<file path="src/rtl/fpga_clock_reset_seq.sv">
// ---------------------------------------------------------------------------
// fpga_clock_reset_seq
//
// Multi-channel clock/reset sequencer. Each of N_CH gated clock domains gets
// a clock enable (for a downstream BUFGCE) and an active-high reset. Every
// change of a domain's reset is bracketed by a clock-stopped window:
// HOLD_MARGIN cycles with ce_out low before the reset edge, SETUP_MARGIN
// cycles with ce_out low after it. Once the clock is running again it stays
// running for at least CE_MARGIN cycles before a new sequence may begin.
//
// Optional ordered release (SEQ_RELEASE = 1): a channel may only start a
// deassertion once the previous channel is idle and out of reset.
//
// Ports
//   clk_in   in   1     free-running source clock
//   rst_in   in   1     block reset, asynchronous, active-high
//   rst_req  in   N_CH  per-channel requested reset level (1 = in reset)
//   ce_out   out  N_CH  per-channel clock enable for the gated clock
//   rst_out  out  N_CH  per-channel reset, changes only while ce_out is low
//   busy     out  N_CH  high while the channel is sequencing (not in RUN)
// ---------------------------------------------------------------------------
module fpga_clock_reset_seq #(
  parameter int N_CH         = 4,
  parameter int HOLD_MARGIN  = 4,
  parameter int SETUP_MARGIN = 4,
  parameter int CE_MARGIN    = 4,
  parameter int SYNC_STAGES  = 2,
  parameter int SEQ_RELEASE  = 0
) (
  input  logic            clk_in,
  input  logic            rst_in,
  input  logic [N_CH-1:0] rst_req,
  output logic [N_CH-1:0] ce_out,
  output logic [N_CH-1:0] rst_out,
  output logic [N_CH-1:0] busy
);

  localparam int MAX_HS = (HOLD_MARGIN > SETUP_MARGIN) ? HOLD_MARGIN : SETUP_MARGIN;
  localparam int MAX_M  = (MAX_HS > CE_MARGIN) ? MAX_HS : CE_MARGIN;
  localparam int CW     = $clog2(MAX_M + 1);

  localparam logic [CW-1:0] HOLD_LAST  = CW'(HOLD_MARGIN - 1);
  localparam logic [CW-1:0] SETUP_LAST = CW'(SETUP_MARGIN - 1);
  localparam logic [CW-1:0] CE_SAT     = CW'(CE_MARGIN);

  // Parameter sanity checks at elaboration.
  if (N_CH < 1) begin : g_err_nch
    $error("fpga_clock_reset_seq: N_CH must be at least 1");
  end
  if (HOLD_MARGIN < 1) begin : g_err_hold
    $error("fpga_clock_reset_seq: HOLD_MARGIN must be at least 1");
  end
  if (SETUP_MARGIN < 1) begin : g_err_setup
    $error("fpga_clock_reset_seq: SETUP_MARGIN must be at least 1");
  end
  if (CE_MARGIN < 1) begin : g_err_ce
    $error("fpga_clock_reset_seq: CE_MARGIN must be at least 1");
  end
  if (SYNC_STAGES < 0) begin : g_err_sync
    $error("fpga_clock_reset_seq: SYNC_STAGES must not be negative");
  end

  typedef enum logic [1:0] {
    RUN   = 2'd0,
    HOLD  = 2'd1,
    SETUP = 2'd2
  } state_t;

  state_t          state   [N_CH];
  logic [CW-1:0]   cnt     [N_CH];
  logic [CW-1:0]   run_cnt [N_CH];
  logic [N_CH-1:0] target;
  logic [N_CH-1:0] req_s;
  logic [N_CH-1:0] blocked;

  // -------------------------------------------------------------------------
  // Input synchroniser. Flops reset to 1 so that a block reset never looks
  // like a release request.
  // -------------------------------------------------------------------------
  if (SYNC_STAGES == 0) begin : g_nosync
    assign req_s = rst_req;
  end else begin : g_sync
    logic [N_CH-1:0] sync_q [SYNC_STAGES];

    always_ff @(posedge clk_in or posedge rst_in) begin
      if (rst_in) begin
        for (int unsigned k = 0; k < SYNC_STAGES; k++) begin
          sync_q[k] <= '1;
        end
      end else begin
        sync_q[0] <= rst_req;
        for (int unsigned k = 1; k < SYNC_STAGES; k++) begin
          sync_q[k] <= sync_q[k-1];
        end
      end
    end

    assign req_s = sync_q[SYNC_STAGES-1];
  end

  // -------------------------------------------------------------------------
  // Ordered release: a deassertion on channel i waits while channel i-1 is
  // still in reset or still sequencing. Assertions and channel 0 never wait.
  // -------------------------------------------------------------------------
  always_comb begin
    blocked = '0;
    if (SEQ_RELEASE != 0) begin
      for (int unsigned i = 1; i < N_CH; i++) begin
        blocked[i] = ~req_s[i] & rst_out[i] & (rst_out[i-1] | busy[i-1]);
      end
    end
  end

  // -------------------------------------------------------------------------
  // Per-channel sequencer. The target level is latched when a sequence
  // starts; request changes while busy are ignored until back in RUN.
  // -------------------------------------------------------------------------
  always_ff @(posedge clk_in or posedge rst_in) begin
    if (rst_in) begin
      for (int unsigned i = 0; i < N_CH; i++) begin
        state[i]   <= SETUP;
        cnt[i]     <= '0;
        run_cnt[i] <= '0;
      end
      target  <= '1;
      ce_out  <= '0;
      rst_out <= '1;
      busy    <= '1;
    end else begin
      for (int unsigned i = 0; i < N_CH; i++) begin
        case (state[i])
          RUN: begin
            if (run_cnt[i] != CE_SAT) begin
              run_cnt[i] <= run_cnt[i] + 1'b1;
            end
            if ((req_s[i] != rst_out[i]) && (run_cnt[i] == CE_SAT) && !blocked[i]) begin
              state[i]  <= HOLD;
              target[i] <= req_s[i];
              ce_out[i] <= 1'b0;
              busy[i]   <= 1'b1;
              cnt[i]    <= '0;
            end
          end
          HOLD: begin
            if (cnt[i] == HOLD_LAST) begin
              rst_out[i] <= target[i];
              state[i]   <= SETUP;
              cnt[i]     <= '0;
            end else begin
              cnt[i] <= cnt[i] + 1'b1;
            end
          end
          SETUP: begin
            if (cnt[i] == SETUP_LAST) begin
              ce_out[i]  <= 1'b1;
              busy[i]    <= 1'b0;
              state[i]   <= RUN;
              run_cnt[i] <= '0;
            end else begin
              cnt[i] <= cnt[i] + 1'b1;
            end
          end
          default: begin
            state[i] <= SETUP;
            cnt[i]   <= '0;
          end
        endcase
      end
    end
  end

endmodule

</file>
<file path="config.mk">
export PLATFORM = sky130hd
export DESIGN_NAME = fpga_clock_reset_seq
export DESIGN_NICKNAME = d
export VERILOG_FILES = /design/src/rtl/fpga_clock_reset_seq.sv
export SDC_FILE = /design/constraint.sdc
export NUM_CORES = 1
export LEC_CHECK = 0
export ABC_AREA = 1
export CAP_MARGIN = 20
export CORE_UTILIZATION = 30
export CTS_BUF_LIST = sky130_fd_sc_hd__clkbuf_8
export DETAILED_ROUTE_END_ITERATION = 7
export MAX_ROUTING_LAYER = met4
export PLACE_DENSITY = 0.55
export SYNTH_ARGS = -nofsm -noshare
export SYNTH_HDL_FRONTEND = slang
export SYNTH_SLANG_ARGS = --single-unit
</file>
<file path="constraint.sdc">
create_clock -name clk_in -period 2.8 [get_ports clk_in]
set_input_delay 0.28 -clock clk_in [delete_from_list [all_inputs] [get_ports clk_in]]
set_output_delay 0.28 -clock clk_in [all_outputs]
set_load 0.01 [all_outputs]
</file>
# == Word level (Yosys, flattened, before mapping) ==
# Index checks and enable logic that the tools add are counted.
# op_classes
eq_ne,44
muxes,68
reduce_logical,36
add_sub_neg,8
# op_table
cell,n
3-bit 2-to-1 mux,20
2-bit inequality test (second input constant),20
3-bit case mux with 3 select lines,4
3-bit AND reduction,12
3-bit by 1-bit adder with 3-bit output (second input constant),8
2-bit 2-to-1 mux,12
2-bit case mux with 3 select lines,4
3-bit case mux with 2 select lines,4
2-bit AND reduction,12
1-bit 2-to-1 mux,16
1-bit case mux with 2 select lines,8
3-bit by 2-bit == test with 1-bit output (second input constant),4
3-bit == test (second input constant),4
3-bit inequality test (second input constant),4
2-bit by 1-bit == test with 1-bit output (second input constant),4
2-bit == test (second input constant),4
2-bit zero test,4
2-bit nonzero test,4
1-bit logical AND,4
1-bit inequality test,4
# word_totals
elab_cells,186
inputBits,6
register_bits,56
output_inout_bits,12

# == Depth between registers and ports, before layout ==
# Gate-level depths: netlist (run 1).
# logic_depth
word_depth,4
depth_mapped,9

# == Least setup slack after synthesis (run 1) ==
# Ideal clock, no wire load.
# synth_path
path_kind,register to register
startpoint,reg state[1] in the netlist's numbering
endpoint,reg cnt[0] in the netlist's numbering
path_stages_with_launch,8
setup_time_ps,65
arrival_ps,1363
path_slack_ps,1372
cell_sequence,dfstp_2 > inv_1 > ha_1 > inv_1 > or2_2 > nor2_1 > nand3_1 > nand2_1
# synth_via
elab_chain_cells,3
# synth_rtl
item,line_no,text
"start, declared",69,state_t state [N_CH];
"start signal, assigned by index",121,state[i] <= SETUP;
"start signal, assigned by index",137,state[i] <= HOLD;
"start signal, assigned by index",147,state[i] <= SETUP;
2-bit == test / 2-bit zero test (equally long branches),131,case (state[i])
2-bit inequality test (no line),-,
2-bit AND reduction (no line),-,
"end signal, assigned by index",150,cnt[i] <= cnt[i] + 1'b1;
"end signal, assigned by index",160,cnt[i] <= cnt[i] + 1'b1;
"end, declared",70,logic [CW-1:0] cnt [N_CH];
# Parallel ways exist; a longest one is shown, timed or not.
# A chain may end at the register's enable or synchronous reset.

# == Worst setup path in the final report (run 1) ==
# layout_path
startpoint,reg rst_out[0]
endpoint,out rst_out[0]
# layout_lines
item,line_no,text
"start, declared",34,"output logic [N_CH-1:0] rst_out,"
"start signal, assigned by index",146,rst_out[i] <= target[i];
# No word-level cell between the ends.

==> results of run 1 <==
## area by class of cell
| type | count | area, sq um |
|---|---|---|
| repair buffers | 18 | 190 |
| inverters | 61 | 229 |
| fillers | 1058 | 6630 |
| clock buffers | 5 | 68.8 |
| well taps | 136 | 170 |
| flip-flops and latches | 56 | 1430 |
| clock inverters | 3 | 68.8 |
| multi-input cells | 271 | 1540 |
## path summary, 6_finish.rpt
kind,cells past startpoint,start,to
worst max-delay path,1,rst_out[0],rst_out[0]
min in group clk_in,1,rst_req[1],g_sync.sync_q[5]
worst max register to register,7,state[1],cnt[0]
max in group asynchronous,3,rst_in,state[7]
worst min-delay path,2,rst_in,state[4]
worst min register to register,0,g_sync.sync_q[6],req_s[2]
## metal layers
layer | part of all wire [%] | routed length, microns | vias up | global-route usage [%]
li1 | - | - | 1252 | -
met2 | 46 | 2610 | 25 | 17.9
met4 | 1.0 | 57 | 0 | 3.32
met1 | 50 | 2810 | 1096 | 14.9
met5 | 0 | 0 | - | -
met3 | 2.5 | 141 | 6 | 2.41
## per-stage QoR
stage                     util, %  hold slack, ns  instances  power [mW]
after global routing         35.8           0.337        550        3.95
after detailed placement     34.5           0.347        542        2.97
final                        35.8           0.340        550        3.58
after CTS                    35.8           0.348        550        3.63
after floorplan                 -           0.284        388        2.53
after global placement       34.5           0.346        542        2.92
## cells in the final DEF, fill, tap and decap left out, drive strengths merged
master         Yosys  layout
nor2              17      17
ha                32      32
inv               61      62
o21ai             22      22
bufinv             0       2
clkdlybuf4s50      0      17
nand3b             2       2
a21boi             1       1
dfstp             24      24
nand2            147     147
buf                0       1
and2               1       1
a31oi              1       1
dfrtp             32      32
nand4              5       5
or2                5       5
xor2               2       2
nor3               1       1
nand3             24      24
clkbuf             0       5
xnor2              2       2
a21oi              9       9
## power groups by stage
stage          combinational, mW  sequential, mW  clock (mW)
2_1_floorplan               1.22            1.31           0
3_3_place_gp                1.61            1.31           0
3_5_place_dp                1.66            1.32           0
4_1_cts                     1.66            1.30       0.668
5_1_grt                     1.90            1.34       0.703
6_report                    1.64            1.30       0.637
## flip-flops by register name, summed over array words and instances (netlist names)
signal         count
state              8
target             4
cnt               12
run_cnt           12
ce_out             4
busy               4
rst_out            4
req_s              4
g_sync.sync_q      4
## cells by family after synthesis
logic type,synth area share (%)
xor gates and xnor gates,1.10
buffers and inverters,7.16
DFF,44.7
adders and majority gates,12.5
and+or+nand+nor,28.4
AOI/OAI and AO/OA,6.10
## worst reg2reg max path: cells and delay by family (launching register included)
family / cells / cell delay (ns)
flops: 1 / 0.56
buf+inv: 2 / 0.10
simple gates: 4 / 0.53
fa+ha+maj: 1 / 0.28
==> flow_metrics.tcl, run 1 <==
set metrics [dict create \
    avgSynthCellArea_sq_um 8.25 \
    crit_path_max_fanout 4 \
    first_pass_iters 4 \
    die_h_microns 105 \
    crit_slowest_cell "dfstp_2" \
    drt-total-wl_microns 5630 \
    startpoint_type "flip-flop" \
    grt_first_pass_wirelength_microns 10100 \
    drtIter0Drc 54 \
    yosysTopAreaCell "dfrtp_1" \
    synth_area_leaders "dfrtp_1, dfstp_2, nand2_1" \
    ioPinCount 18 \
    power.leakage_nw 1.86 \
    irDropWorstVdd_v 0.000385 \
    max_freq_ghz 0.585 \
    cts_tree "done" \
    synth_most_common_cell "nand2_1" \
    yosysWarnings 0 \
    routedWlPerCell_microns 10.2 \
    intPower_mw 2.14 \
    slowest_delay_ns 0.57 \
    dieWidth_microns 105 \
    fin_crit_sh_pct 61.0 \
    nNetsFinal 451 \
    maxCapViolCount 0 \
    min_period_ns 1.71 \
    pwr-share-seq_pct 36.3 \
    cts_buffers 5 \
    slew_violations 0 \
    status "completed" \
    drc_errors 0 \
    place_congestion 0.792 \
    area_growth_pct 15.6 \
    start_util_pct 31.0 \
    io_buffers 17 \
    reg2reg_slack_ns 1.27 \
    ys_top_cells_by_count "nand2_1, inv_1, dfrtp_1, ha_1, dfstp_2" \
    setup_viol 0 \
    htree_levels 2 \
    first_global_vias 2322 \
    clock_path_buffers 2 \
    cts_resized 0 \
    clk_latency_ns 0.31 \
    core_sq_um 10300 \
    path_clk_slew_ns 0.11 \
    worst_pin_slew_ns 0.604 \
    clock_skew_ns 0.0111 \
    antenna_found_initial 0 \
    place_area_sq_um 3560 \
    overflow 0 \
    hold_class "primary input to asynchronous set/reset pin" \
    ys.flop_type "dfrtp_1" \
    routed_via_density 4.33 \
    cts.sink_count 56 \
    swShare_pct 40.0 \
    final_area_sq_um 3700 \
    crit_path_end_kind "primary output" \
    hold_violations 0 \
    rsz0062_at_grt "false" \
    dp_hpwl_microns 4250 \
    cts_setup_buffers 0 \
    pwr-share-clk_pct 17.8 \
    crit_required_ns 2.52 \
    ys_seq_elements 56 \
    dpl_worst_slack_ns 1.32 \
    synthesis.area_sq_um 3200 \
    fin_setup_tns_ns 0 \
    layout_setup_ws_ns 1.09 \
    crit_type "flip-flop to primary output" \
    max-slew-margin-rel_pct 59.7 \
    cts-root-buf "clkbuf_8" \
    grt_use_total_pct 11.4 \
    synthArstFlopShare_pct 100 \
    synth_top_area_share_pct 25.0 \
    die_area_sq_um 11100 \
    ys_seq_area_share_pct 44.7 \
    ys_types 30 \
    syn_nets 426 \
    synth_edf_count 0 \
    path_cells "clkdlybuf4s50_1" \
    ctsHoldBuffers 0 \
    ant_nets 0 \
    grt_max_degree 32 \
    diodes 0 \
    num_vias 2379 \
    path_buf_inv 1 \
    combPwrFrac_pct 45.9 \
    critical-path-top-delay-family "flip-flops" \
    cp.arrival_ns 1.43 \
    drive_above_1_share_pct 16.7 \
    pwr_density_cell_nw_per_um2 967 \
    std_cell_rows 37 \
    netlist_instances 388 \
    p_sw_mw 1.43 \
]
(Power assumes the default switching activity.)
==> inputs of run 2 (changes only) <==
PLACE_DENSITY = 0.56   (was 0.55)
clock period = 1.44 ns   (was 2.8 ns; I/O delays follow)
==> run 2 against run 1 <==
Cell area up 11%. First-iteration DRC count up 35%. Global-route usage up 0.31 points. Sequential share of layout area down 3.8 points. Via count up 5.0%. Highest routed layer unchanged.
==> flow_metrics.tcl, run 2 (synthesis gave the netlist of run 1 again) <==
set metrics [dict create \
    fin_util_pct 39.7 \
    io_buffers 17 \
    swShare_pct 39.9 \
    cts.sink_count 56 \
    reg2regPathDepth 7 \
    ioPinCount 18 \
    dieWidth_microns 105 \
    crit_type "flip-flop to flip-flop" \
    holdWs_ns 0.127 \
    num_vias 2498 \
    nNetsFinal 477 \
    first_pass_iters 4 \
    intPower_mw 4.70 \
    layout_setup_ws_ns 0.0233 \
    combPwrFrac_pct 53.2 \
    status "completed" \
    fin_setup_tns_ns 0 \
    grt_first_pass_wirelength_microns 10400 \
    dpl.cell_count 558 \
    cts-root-buf "clkbuf_8" \
    r2r_start "state[5]" \
    power_mw 7.82 \
    final_cells 576 \
    pwr-share-seq_pct 32.6 \
    cts_tree "done" \
    fill_cells 1058 \
    grt_use_total_pct 11.7 \
    slew_violations 0 \
    crit_path_end_kind "flip-flop" \
    power.leakage_nw 2.02 \
    final_cell_mix "nand2_1, inv_1, dfrtp_1" \
    ctsHoldBuffers 0 \
    htree_levels 2 \
    hold_class "primary input to asynchronous set/reset pin" \
    drtIter0Drc 73 \
    drt-total-wl_microns 5990 \
    hold_violations 0 \
    place_area_sq_um 3700 \
    min_period_ns 1.42 \
    rsz0062_at_grt "true" \
    startpoint_type "flip-flop" \
    max-slew-margin-rel_pct 82.6 \
    diodes 0 \
    fin_crit_sh_pct 98.4 \
    p_sw_mw 3.12 \
    place_congestion 0.803 \
    clock_skew_ns 0.00936 \
    drive_above_1_share_pct 31.4 \
    worst_pin_slew_ns 0.261 \
    final_common_cell "nand2_1" \
    maxCapViolCount 0 \
    antenna_found_initial 0 \
    crit_required_ns 1.69 \
    path_clk_slew_ns 0.10 \
    die_area_sq_um 11100 \
    cp.arrival_ns 1.66 \
    clk_latency_ns 0.31 \
    die_h_microns 105 \
    startpoint "state[5]" \
    pwr_density_cell_nw_per_um2 1910 \
    dpl_worst_slack_ns -0.0570 \
    crit_path_max_fanout 3 \
    grt_max_degree 27 \
    max_freq_ghz 0.706 \
    ant_nets 0 \
    critPathCapture "cnt[6]" \
    setup_viol 0 \
    dp_hpwl_microns 4330 \
    reg2reg_slack_ns 0.02 \
    std_cell_rows 37 \
    irDropWorstVdd_v 0.000683 \
    drc_errors 0 \
    start_util_pct 31.0 \
    pwr-share-clk_pct 14.1 \
    routedWlPerCell_microns 10.4 \
    cts_buffers 5 \
    overflow 0 \
    area_growth_pct 28.2 \
    routed_via_density 4.34 \
    first_global_vias 2440 \
    final_area_sq_um 4100 \
    clock_path_buffers 2 \
    core_sq_um 10300 \
    r2r_end "cnt[6]" \
    largestRegisters "cnt (12), run_cnt (12), state (8)" \
]
[run 2: cell count changes in the layout (fill, tap and decap cells not counted), moves of 3 or more]
cell / delta
nand2_4: +3
inv_2: +11
or2_4: +4
buf_4: +24
clkdlybuf4s50_1: -8
nor2_1: -3
ha_4: +8
inv_1: -13
ha_1: -14
dlygate4sd2_1: +8
ha_2: +6
a21oi_1: -3
or2_2: -3
[run 2: worst max-delay path, stage by stage, from the launching register on]
cell	delay, ns
dfstp_2	0.56
inv_2	0.06
ha_4	0.27
inv_2	0.03
or2_4	0.22
nor2_2	0.09
nand3_1	0.06
nand2_1	0.07
[run 2: worst min-delay path by stage]
stage	depth (start not counted)	slack (ns)	from	endpoint
after floorplan	0	0.15	rst_req[0]	g_sync.sync_q[4]
after global placement	0	0.35	g_sync.sync_q[4]	req_s[0]
after detailed placement	0	0.35	g_sync.sync_q[4]	req_s[0]
after CTS	2	0.12	rst_in	ce_out[1]
after global routing	2	0.14	rst_in	ce_out[1]
final	2	0.13	rst_in	ce_out[1]
[run 2: final cells by class]
| type | instances | area (sq um) | share of cell area [%] |
|---|---|---|---|
| Multi-Input combinational cell | 271 | 1750 | 42.7 |
| Clock inverter | 2 | 38.8 | 0.945 |
| Clock buffer | 6 | 82.6 | 2.01 |
| Tap cell | 136 | 170 | 4.15 |
| Inverter | 61 | 235 | 5.73 |
| Sequential cell | 56 | 1430 | 34.9 |
| Timing Repair Buffer | 44 | 392 | 9.55 |
[run 2: power groups by stage]
stage | clock [mW] | combinational (mW) | sequential, mW
6_report | 1.11 | 4.16 | 2.55
5_1_grt | 1.20 | 4.71 | 2.63
4_1_cts | 1.16 | 3.56 | 2.54
3_5_place_dp | 0 | 3.43 | 2.56
3_3_place_gp | 0 | 3.36 | 2.54
2_1_floorplan | 0 | 2.37 | 2.56
[run 2: timing repair]
item | 4_1_cts | 5_1_grt
pin swaps | 9 | 13
hold endpoints to repair | 0 | 0
endpoints found under the setup margin | 14 | 38
resized for setup | 20 | 51
buffers inserted | 0 | 10
[run 2: routing by layer]
metal	share of wire [%]	GRT usage, %	wire [microns]	vias to the layer above
li1	-	-	-	1310
met1	47	14.7	2810	1167
met2	50	19.4	3020	17
met3	1.9	2.16	113	4
met4	0.75	3.42	45	0
met5	0	-	0	-
